===== src/rtl/xm_arb_pkg.sv =====
// Shared types and helpers for the XMakina memory-port arbiter.
// Optional access timeout is enabled with the XM_ARB_TIMEOUT_EN macro.
package xm_arb_pkg;

   typedef enum logic [1:0] {
      IDLE   = 2'd0,
      ACCESS = 2'd1,
      RESP   = 2'd2
   } arb_state_e;

   typedef enum logic {
      GNT_C = 1'b0,
      GNT_D = 1'b1
   } arb_grant_e;

   localparam logic MEM_RD = 1'b0;
   localparam logic MEM_WR = 1'b1;

   // Port D wins when it is starved, or when port C is not asking.
   function automatic logic d_priority(input logic c_req, input logic d_req, input logic sat);
      return d_req & (sat | ~c_req);
   endfunction

endpackage


===== src/rtl/xm_arb_starve_cnt.sv =====
// Saturating wait counter for port D; sat flags that D must be served next.
module xm_arb_starve_cnt #(
   parameter int MAX_WAIT = 8
) (
   input  logic clk_i,
   input  logic arst_i,
   input  logic inc,
   input  logic clr,
   output logic sat
);

   localparam int CW = $clog2(MAX_WAIT + 1);

   logic [CW-1:0] cnt_r;
   logic          sat_s;

   assign sat_s = (cnt_r == CW'(MAX_WAIT));
   assign sat   = sat_s;

   // Count pending cycles, clear on a D grant, hold at MAX_WAIT.
   always_ff @(posedge clk_i or negedge arst_i) begin
      if (!arst_i) begin
         cnt_r <= '0;
      end else if (clr) begin
         cnt_r <= '0;
      end else if (inc && !sat_s) begin
         cnt_r <= cnt_r + CW'(1);
      end else begin
         cnt_r <= cnt_r;
      end
   end

endmodule


===== src/rtl/xm_mem_arbiter.sv =====
// Two-port (CPU controller C, DMA/debug D) arbiter for the single XMakina memory port.
// Define XM_ARB_TIMEOUT_EN to abort ACCESS after TIMEOUT cycles and flag err_o.
module xm_mem_arbiter
   import xm_arb_pkg::*;
#(
   parameter int WORD     = 16,
   parameter int ADDR     = 16,
   parameter int MAX_WAIT = 8
`ifdef XM_ARB_TIMEOUT_EN
   ,
   parameter int TIMEOUT  = 64
`endif
) (
   input  logic            clk_i,
   input  logic            arst_i,
   input  logic            cReq_i,
   input  logic            dReq_i,
   input  logic            cRW_i,
   input  logic            dRW_i,
   input  logic            cByte_i,
   input  logic            dByte_i,
   input  logic [ADDR-1:0] cAdr_i,
   input  logic [ADDR-1:0] dAdr_i,
   input  logic [WORD-1:0] cWData_i,
   input  logic [WORD-1:0] dWData_i,
   output logic            cAck_o,
   output logic            dAck_o,
   output logic            cBusy_o,
   output logic            dBusy_o,
   output logic [WORD-1:0] cRData_o,
   output logic [WORD-1:0] dRData_o,
   output logic            memEn_o,
   output logic            memRW_o,
   output logic            memByte_o,
   output logic [ADDR-1:0] memAdr_o,
   output logic [WORD-1:0] memWData_o,
   input  logic [WORD-1:0] memRData_i,
   input  logic            memReady_i,
   output logic            err_o
);

   arb_state_e      state_r, state_s;
   arb_grant_e      grant_r;
   logic            start_s, done_s, pick_d_s, timeout_s;
   logic            sat_s, inc_s, clr_s, d_served_s;
   logic            mem_en_r, mem_rw_r, mem_byte_r;
   logic [ADDR-1:0] mem_adr_r;
   logic [WORD-1:0] mem_wdata_r, c_rdata_r, d_rdata_r;
   logic            c_ack_r, d_ack_r;

   assign pick_d_s   = d_priority(cReq_i, dReq_i, sat_s);
   // D is "granted" for the whole access it owns, including the RESP cycle.
   assign d_served_s = (state_r != IDLE) && (grant_r == GNT_D);
   assign inc_s      = dReq_i & ~d_served_s;
   assign clr_s      = start_s & pick_d_s;

   xm_arb_starve_cnt #(.MAX_WAIT(MAX_WAIT)) u_starve (
      .clk_i  (clk_i),
      .arst_i (arst_i),
      .inc    (inc_s),
      .clr    (clr_s),
      .sat    (sat_s)
   );

   // FSM state register.
   always_ff @(posedge clk_i or negedge arst_i) begin
      if (!arst_i) begin
         state_r <= IDLE;
      end else begin
         state_r <= state_s;
      end
   end

   // Next-state logic; requester inputs only matter in IDLE.
   always_comb begin
      state_s = state_r;
      start_s = 1'b0;
      done_s  = 1'b0;
      case (state_r)
         IDLE: begin
            if (cReq_i || dReq_i) begin
               start_s = 1'b1;
               state_s = ACCESS;
            end else begin
               state_s = IDLE;
            end
         end
         ACCESS: begin
            if (memReady_i || timeout_s) begin
               done_s  = 1'b1;
               state_s = RESP;
            end else begin
               state_s = ACCESS;
            end
         end
         RESP:    state_s = IDLE;
         default: state_s = IDLE;
      endcase
   end

   // Memory strobes, grant, read-data capture and ack pulses.
   always_ff @(posedge clk_i or negedge arst_i) begin
      if (!arst_i) begin
         grant_r     <= GNT_C;
         mem_en_r    <= 1'b0;
         mem_rw_r    <= 1'b0;
         mem_byte_r  <= 1'b0;
         mem_adr_r   <= '0;
         mem_wdata_r <= '0;
         c_rdata_r   <= '0;
         d_rdata_r   <= '0;
         c_ack_r     <= 1'b0;
         d_ack_r     <= 1'b0;
      end else begin
         c_ack_r <= done_s & (grant_r == GNT_C);
         d_ack_r <= done_s & (grant_r == GNT_D);
         if (start_s) begin
            mem_en_r <= 1'b1;
            if (pick_d_s) begin
               grant_r     <= GNT_D;
               mem_rw_r    <= dRW_i;
               mem_byte_r  <= dByte_i;
               mem_adr_r   <= dAdr_i;
               mem_wdata_r <= dWData_i;
            end else begin
               grant_r     <= GNT_C;
               mem_rw_r    <= cRW_i;
               mem_byte_r  <= cByte_i;
               mem_adr_r   <= cAdr_i;
               mem_wdata_r <= cWData_i;
            end
         end else if (done_s) begin
            mem_en_r <= 1'b0;
            // An aborted access never has memReady_i, so RData stays put.
            if (memReady_i && (mem_rw_r == MEM_RD)) begin
               if (grant_r == GNT_D) begin
                  d_rdata_r <= memRData_i;
               end else begin
                  c_rdata_r <= memRData_i;
               end
            end
         end
      end
   end

`ifdef XM_ARB_TIMEOUT_EN
   localparam int TO_W = $clog2(TIMEOUT + 1);

   logic [TO_W-1:0] to_cnt_r;
   logic            err_r;

   assign timeout_s = (to_cnt_r == TO_W'(TIMEOUT - 1)) & ~memReady_i;
   assign err_o     = err_r;

   // ACCESS cycle counter and the error pulse that accompanies an abort ack.
   always_ff @(posedge clk_i or negedge arst_i) begin
      if (!arst_i) begin
         to_cnt_r <= '0;
         err_r    <= 1'b0;
      end else begin
         err_r <= done_s & timeout_s;
         if (start_s) begin
            to_cnt_r <= '0;
         end else if ((state_r == ACCESS) && !done_s) begin
            to_cnt_r <= to_cnt_r + TO_W'(1);
         end else begin
            to_cnt_r <= to_cnt_r;
         end
      end
   end
`else
   assign timeout_s = 1'b0;
   assign err_o     = 1'b0;
`endif

   assign memEn_o    = mem_en_r;
   assign memRW_o    = mem_rw_r;
   assign memByte_o  = mem_byte_r;
   assign memAdr_o   = mem_adr_r;
   assign memWData_o = mem_wdata_r;
   assign cRData_o   = c_rdata_r;
   assign dRData_o   = d_rdata_r;
   assign cAck_o     = c_ack_r;
   assign dAck_o     = d_ack_r;
   assign cBusy_o    = cReq_i & ~c_ack_r;
   assign dBusy_o    = dReq_i & ~d_ack_r;

endmodule


===== config.mk =====
export PLATFORM = sky130hd
export DESIGN_NAME = xm_mem_arbiter
export DESIGN_NICKNAME = d
export VERILOG_FILES = /design/src/rtl/xm_arb_pkg.sv /design/src/rtl/xm_arb_starve_cnt.sv /design/src/rtl/xm_mem_arbiter.sv
export SDC_FILE = /design/constraint.sdc
export NUM_CORES = 1
export LEC_CHECK = 0
export BUFFER_PORTS_ARGS = -buffer_cell sky130_fd_sc_hd__buf_2
export CORE_MARGIN = 8
export CORE_UTILIZATION = 43
export CTS_CLUSTER_SIZE = 20
export DETAILED_ROUTE_END_ITERATION = 6
export PLACE_DENSITY = 0.76
export SLEW_MARGIN = 5
export SYNTH_ARGS = -nofsm -noshare
export SYNTH_HDL_FRONTEND = slang
export SYNTH_SLANG_ARGS = --single-unit

===== constraint.sdc =====
create_clock -name clk_i -period 1.95 [get_ports clk_i]
set_clock_uncertainty 0.2 [all_clocks]
set_input_delay 0.39 -clock clk_i [delete_from_list [all_inputs] [get_ports clk_i]]
set_output_delay 0.39 -clock clk_i [all_outputs]
set_load 0.05 [all_outputs]

==> results of run 1 <==
-- metal layers --
layer / GRT usage, % / vias up / share of wire (%)
li1: - / 1478 / -
met1: 22.1 / 1488 / 41
met2: 27.7 / 129 / 48
met3: 4.75 / 11 / 9.1
met4: 6.17 / 0 / 1.1
met5: 0 / - / 0
-- flip-flops by register name, summed over array words and instances, names as in the netlist, 2 cells and up --
name,flops
cRData_o,16
dRData_o,16
memAdr_o,16
memWData_o,16
u_starve.cnt_r,4
state_r,2
-- final cells by class --
type | count | area, µm² | area share [%]
Tap cell | 108 | 135 | 2.76
Multi-Input combinational cell | 175 | 1530 | 31.4
Timing Repair Buffer | 170 | 933 | 19.1
Clock inverter | 6 | 113 | 2.30
Sequential cell | 76 | 1900 | 38.9
Clock buffer | 10 | 128 | 2.61
Inverter | 38 | 143 | 2.92
-- worst max-delay path, cell delays in order (launching register included) --
cell and delay, ns:
dfrtp_1 0.40, inv_1 0.09, ha_1 0.24, and3b_1 0.22, or4_1 0.50, a21oi_1 0.13
-- power by group --
group          switching [mW]  internal [mW]
clock                   0.587          0.853
combinational            3.95           1.57
sequential              0.447           2.32
-- cell families (layout without fill, tap and decap cells) --
kind of cell | after synthesis | after routing
buf+inv | 69 | 224
compound gates | 47 | 47
fa+ha+maj | 2 | 2
simple gates | 93 | 93
mux | 32 | 32
other cells | 1 | 1
flops | 76 | 76
-- cells in the final DEF (no fill, tap or decap), types with 2 or more instances in the layout --
cell type and count:
bufinv_16 3, mux2_2 32, o31ai_1 2, o21ai_0 4, dfrtp_1 76, buf_12 4
clkinv_4 2, nor2_1 2, clkbuf_8 9, o221ai_2 30, inv_1 38, buf_2 158
o221ai_1 4, nand3_1 34, ha_1 2, buf_4 7, nand4_1 37, nand2b_1 2
nand2_1 4, a21oi_1 4
-- path summary, 6_finish.rpt --
path	start	to	slack, ns	depth (start not counted)
worst max-delay path	u_starve.cnt_r[0]	u_starve.cnt_r[2]	0.09	5
worst min-delay path	memRData_i[6]	dRData_o[6]	0.09	2
worst max register to register	u_starve.cnt_r[0]	u_starve.cnt_r[2]	0.09	5
worst min register to register	memEn_o	memEn_o	0.29	2
max in group asynchronous	arst_i	memAdr_o[14]	0.65	3
min in group asynchronous	arst_i	cRData_o[1]	0.33	2
-- through the flow --
step	instance area, µm²	utilization, %	setup slack, ns
after floorplan	3750	-	0.0422
after global placement	4640	54.0	0.199
after detailed placement	4640	54.0	0.0792
after CTS	4890	56.9	0.0724
after global routing	4890	56.9	0.00299
final	4890	56.9	0.0928
-- timing repair --
action                                 in CTS  in global routing
endpoints found under the hold margin      29                  0
setup endpoints to repair                   0                  5
hold buffers                                1                  0
gates resized for setup                     0                  1
==> out/qor.txt, run 1 <==
Status = finished, final reports clean
Hold crit path type = in -> reg
Number of synthesized flops with an enable pin = 0
Syn-to-layout area delta = 30.2%
Antenna violations before repair = 0
Syn_nets = 411
CTS max path bufs = 2
Initial DRC count = 105
Post-synthesis mux area share = 9.60%
TritonCTS clock tree = yes
Row count = 34
DRC = 0
Clock transition at path regs = 0.08 ns
Crit path DAT = 1.92 ns
Area leader, netlist = dfrtp_1
Die Height = 109 µm
Drt pass-1 iters = 4
Final hold violations = 0
Root Buffer = clkbuf_8
Simple-Gate Fraction of Synth Area = 15.3%
Main combinational cell family by area after synthesis = simple AND/OR/NAND/NOR gates
Area share of fa/ha/maj cells after synthesis = 0.666%
Worst slew pin tran = 0.555 ns
CTS Sinks = 76
Avg Vias per Cell = 5.33
CTS H-tree depth = 3
Post-DP HPWL = 7690 µm
Max Freq = 0.538 GHz
RSZ-0062 raised after global routing = false
Post-synth top area share = 50.6%
Setup crit end kind = flip-flop
Crit Path Category = reg -> reg
Async set-reset flop share out of synthesis = 100%
First-pass GRT wire length = 16,600 µm
Max-Cap Viols = 0
Syn. warnings = 0
Antenna Cells = 0
Initial core utilization = 43.7%
Setup violators final = 0
Compound-Gate Fraction of Synth Area = 15.0%
Period utilisation layout = 95.2%
WL/cell = 17.5 µm
Synth Area in XOR/XNOR = 0%
Die W = 109 µm
Worst-Skew Late Latency = 0.34 ns
Die ar. = 0.0120 mm²
GRT Util Overall = 17.4%
Placed cells = 566
Setup TNS = 0 ns
Core ar. = 0.00859 mm²
Final ANT Viol Nets = 0
Syn Inst Count = 320
Cts bufs inserted = 9
DRT Wirelength = 10,200 µm
Post-synthesis sequential area ratio = 50.6%
Grt ovf = 0
Mapped cell area = 0.00375 mm²
Final Non-Filler Cells = 583
Syn avg cell area = 11.7 µm²
Vias in the first global route = 3,385
Synth Register Bits = 76
WP data required = 2.01 ns
Post-CTS Setup Bufs = 0
Slew margin rel. = 63.0%
Final hold slack = 0.0892 ns
Largest net degree at the start of global routing = 48
Maximum VDD drop = 0.000960 V
Commonest register cell after synthesis = dfrtp_1
Min Tclk post-route = 1.86 ns
Power density cells = 1990 mW/mm²
Fin nets = 561
Fraction of layout cells with a size suffix above 1 = 53.3%
Largest fanout on the critical path = 4
Max-slew violation count = 0
Number of fill cells = 784
Pwr Total = 9.74 mW
Commonest cells in the netlist = dfrtp_1, inv_1, nand4_1, nand3_1, mux2_2
DR vias = 3,106
Routability cong. = 0.851
Synth cell types = 34
Largest cells by area after synthesis = dfrtp_1, o221ai_2, mux2_2
I/O Buffers = 159
I/O pin count = 161
Leak = 2.37 nW
Most frequent cell after synthesis = dfrtp_1
Worst Setup Start Kind = flip-flop
(Power assumes the default switching activity.)
==> inputs of run 2 (changes only) <==
CORE_UTILIZATION = 42   (was 43)
SYNTH_HIERARCHICAL = 1   (was unset)
==> run 2 against run 1 <==
Against the previous run:
- final cell count up 0.69%
- synthesized cell count is 1.3% lower
- critical path depth is 3 higher
- cell area shrank 3.9%
- count of clock-buffer cells in the layout up 1
- combinational power down 8.7%
- worst setup slack lost 0.0012 ns
- clock power about the same
- synthesized area fell by 7.9%
- register-to-register slack about the same
- first-iteration DRC count grew 79%
- sequential share of layout area grew 1.6 points
- largest cell class unchanged
==> out/qor.txt, run 2 <==
Crit Path Category = reg -> reg (unchanged)
Leading cell type in the layout, fill and taps excluded = buf_2 (unchanged)
RSZ-0062 raised after global routing = true (was false)
CP cell instances = inv_1 -> ha_1 -> nand2_1 -> nor2_2 -> nor2b_4 -> nor3_4 -> nor2_1 -> mux2_4 (was inv_1 -> ha_1 -> and3b_1 -> or4_1 -> a21oi_1)
CP delay by family, top = simple AND/OR/NAND/NOR gates (unchanged)
Avg Vias per Cell = 5.23 (was 5.33)
Initial core utilization = 42.7% (was 43.7%)
Most frequent cells in the layout = buf_2, dfrtp_1, o21ai_0, a21oi_1, nand3_1 (was buf_2, dfrtp_1, inv_1, nand4_1, nand3_1)
Number of fill cells = 715 (was 784)
Hold crit path type = in -> reg (unchanged)
DRT Wirelength = 10,100 µm (was 10,200 µm)
Core ar. = 0.00809 mm² (was 0.00859 mm²)
Worst Min Path Start = memRData_i[13] (was memRData_i[6])
Commonest cells in the netlist = dfrtp_1, a21oi_1, o21ai_0, nand3_1, a31oi_1 (was dfrtp_1, inv_1, nand4_1, nand3_1, mux2_2)
GR Layer Usage met1 = 22.1% (about the same)
CTS Sinks = 76 (unchanged)
DRC = 0 (unchanged)
Die W = 107 µm (was 109 µm)
Die Height = 107 µm (was 109 µm)
Syn. warnings = 6 (was 0)
Max-slew violation count = 0 (unchanged)
Final Non-Filler Cells = 587 (was 583)
Setup crit end kind = flip-flop (unchanged)
CTS max path bufs = 2 (unchanged)
Fin nets = 569 (was 561)
Leak = 2.26 nW (was 2.37 nW)
Row count = 33 (was 34)
Placed cell area = 0.00440 mm² (was 0.00464 mm²)
Setup violators final = 0 (unchanged)
Status = finished, final reports clean (unchanged)
Syn-to-layout area delta = 35.9% (was 30.2%)
Drt pass-1 iters = 4 (unchanged)
Internal power = 4.56 mW (was 4.75 mW)
WP data required = 1.97 ns (was 2.01 ns)
Max-Cap Viols = 0 (unchanged)
Min Tclk post-route = 1.86 ns (about the same)
Area leader, netlist = dfrtp_1 (unchanged)
GRT Util Overall = 17.4% (about the same)
Routability cong. = 0.811 (was 0.851)
Psw = 4.71 mW (was 4.99 mW)
Hold path endpoint = dRData_o[13] (was dRData_o[6])
Antenna Cells = 0 (unchanged)
Antenna violations before repair = 0 (unchanged)
Worst reg2reg path depth = 8 (was 5)
Met2 GRT Util = 26.6% (was 27.7%)
Clock share of power = 15.4% (was 14.8%)
Max stage delay on crit path = 0.43 ns (was 0.50 ns)
Most frequent cell after synthesis = dfrtp_1 (unchanged)
Fraction of layout cells with a size suffix above 1 = 48.5% (was 53.3%)
Power density cells = 1970 mW/mm² (was 1990 mW/mm²)
Commonest register cell after synthesis = dfrtp_1 (unchanged)
Initial DRC count = 188 (was 105)
First-pass GRT wire length = 16,100 µm (was 16,600 µm)
Vias in the first global route = 3,323 (was 3,385)
Slowest CP cell = dfrtp_1 (was or4_1)
Post-synthesis sequential area ratio = 55.0% (was 50.6%)
Post-CTS Setup Bufs = 0 (unchanged)
Post-route cell area = 0.00470 mm² (was 0.00489 mm²)
FF-to-FF End = u_starve/cnt_r[0] (was u_starve.cnt_r[2])
Met3 Use GR = 6.30% (was 4.75%)
Worst R2R Setup Slack = 0.09 ns (about the same)
Clock transition at path regs = 0.08 ns (about the same)
I/O pin count = 161 (unchanged)
Largest fanout on the critical path = 5 (was 4)
Root Buffer = clkbuf_8 (unchanged)
Hold path cells = 2 (unchanged)
Post-synth top area share = 55.0% (was 50.6%)
Cts bufs inserted = 9 (unchanged)
Post-DP HPWL = 7660 µm (was 7690 µm)
Largest cells by area after synthesis = dfrtp_1, mux2_2, a31oi_1 (was dfrtp_1, o221ai_2, mux2_2)
Period utilisation layout = 95.3% (was 95.2%)
Reg power frac = 30.1% (was 28.4%)
Synth cell types = 34 (unchanged)
Largest net degree at the start of global routing = 38 (was 48)
Maximum VDD drop = 0.000951 V (was 0.000960 V)
Final ANT Viol Nets = 0 (unchanged)
Syn Inst Count = 316 (was 320)
Max Freq = 0.538 GHz (about the same)
Grt ovf = 0 (unchanged)
CTS H-tree depth = 3 (unchanged)
Die ar. = 0.0114 mm² (was 0.0120 mm²)
Syn_nets = 407 (was 411)
CP Depth = 8 (was 5)
DR vias = 3,070 (was 3,106)
WP buf/inv = 1 (unchanged)
Worst Setup Start Kind = flip-flop (unchanged)
Crit path DAT = 1.88 ns (was 1.92 ns)
Most Crowded Layer GR = met2 (unchanged)
Synth Register Bits = 76 (unchanged)
I/O Buffers = 159 (unchanged)
Syn avg cell area = 10.9 µm² (was 11.7 µm²)
Mapped cell area = 0.00346 mm² (was 0.00375 mm²)
Number of synthesized flops with an enable pin = 0 (unchanged)
Worst-Skew Late Latency = 0.33 ns (was 0.34 ns)
Placed cells = 570 (was 566)
Gate power share = 54.5% (was 56.8%)
TritonCTS clock tree = yes (unchanged)
WL/cell = 17.2 µm (was 17.5 µm)
Final hold violations = 0 (unchanged)
Sw Ratio = 50.9% (was 51.2%)
Reg2Reg Launch Point = u_starve/cnt_r[0] (was u_starve.cnt_r[0])
Async set-reset flop share out of synthesis = 100% (unchanged)
run 2: cell count changes after synthesis, moves of 7 or more:
| cell | change |
|---|---|
| nand4_1 | -36 |
| inv_1 | -35 |
| a31oi_1 | +33 |
| a21oi_1 | +32 |
| o21ai_0 | +31 |
| o221ai_2 | -30 |
| buf_2 | -7 |
run 2: repair_timing:
| action | in CTS | in global routing |
|---|---|---|
| endpoints found under the hold margin | 34 | 0 |
| hold buffers | 1 | 0 |
| setup endpoints to repair | 1 | 36 |
| cloned | 0 | 1 |
| gates resized for setup | 1 | 10 |
run 2: final cells by class:
type / instances / area (µm²) / share of cell area (%)
flip-flops and latches: 76 / 1900 / 40.5
multi-input cells: 208 / 1410 / 30.0
repair buffers: 179 / 1000 / 21.3
clock buffers: 11 / 141 / 3.01
well taps: 105 / 131 / 2.80
clock inverters: 4 / 97.6 / 2.08
inverters: 4 / 15.0 / 0.320
run 2: how the worst max path moves through the flow:
stage                           start                end  slack (ns)
floorplan           u_starve/cnt_r[0]            memRW_o        0.03
global placement    u_starve/cnt_r[0]  u_starve/cnt_r[0]        0.09
detailed placement  u_starve/cnt_r[0]  u_starve/cnt_r[0]       -0.05
CTS                 u_starve/cnt_r[0]        memAdr_o[8]        0.05
global route        u_starve/cnt_r[0]  u_starve/cnt_r[0]       -0.01
finish              u_starve/cnt_r[0]  u_starve/cnt_r[0]        0.09
run 2: kinds of logic (layout without fill, tap and decap cells):
logic type	Yosys count	in the layout	share of synthesized area, %
AOI/OAI and AO/OA	107	107	17.0
DFF	76	76	55.0
and+or+nand+nor	63	63	10.5
muxes	34	34	11.1
buffers and inverters	32	198	5.21
adders and majority gates	2	2	0.724
other	1	1	0.108
xor gates and xnor gates	1	1	0.253
run 2: power by group through the flow:
stage / clock [mW] / combinational [mW] / sequential, mW
floorplan: 0 / 1.37 / 5.20
global route: 1.55 / 5.34 / 2.88
global placement: 0 / 4.97 / 2.77
CTS: 1.47 / 5.07 / 2.78
finish: 1.43 / 5.05 / 2.79
detailed placement: 0 / 5.08 / 2.80
run 2: metrics by stage:
stage | worst slack (ns) | util, % | power [mW] | TNS (ns) | hold slack [ns]
CTS | 0.0486 | 57.5 | 9.32 | 0 | 0.0652
floorplan | 0.0323 | - | 6.57 | 0 | -0.106
detailed placement | -0.0485 | 54.4 | 7.88 | -0.0485 | 0.176
global placement | 0.0864 | 54.4 | 7.74 | 0 | 0.175
global route | -0.0130 | 58.0 | 9.77 | -0.0467 | 0.0724
finish | 0.0915 | 58.0 | 9.27 | 0 | 0.0813
run 2: layer usage:
metal  vias up  share of wire, %
li1       1471                 -
met1      1427                44
met2       156                45
met3        16               9.6
met4         0               1.4
met5         -                 0
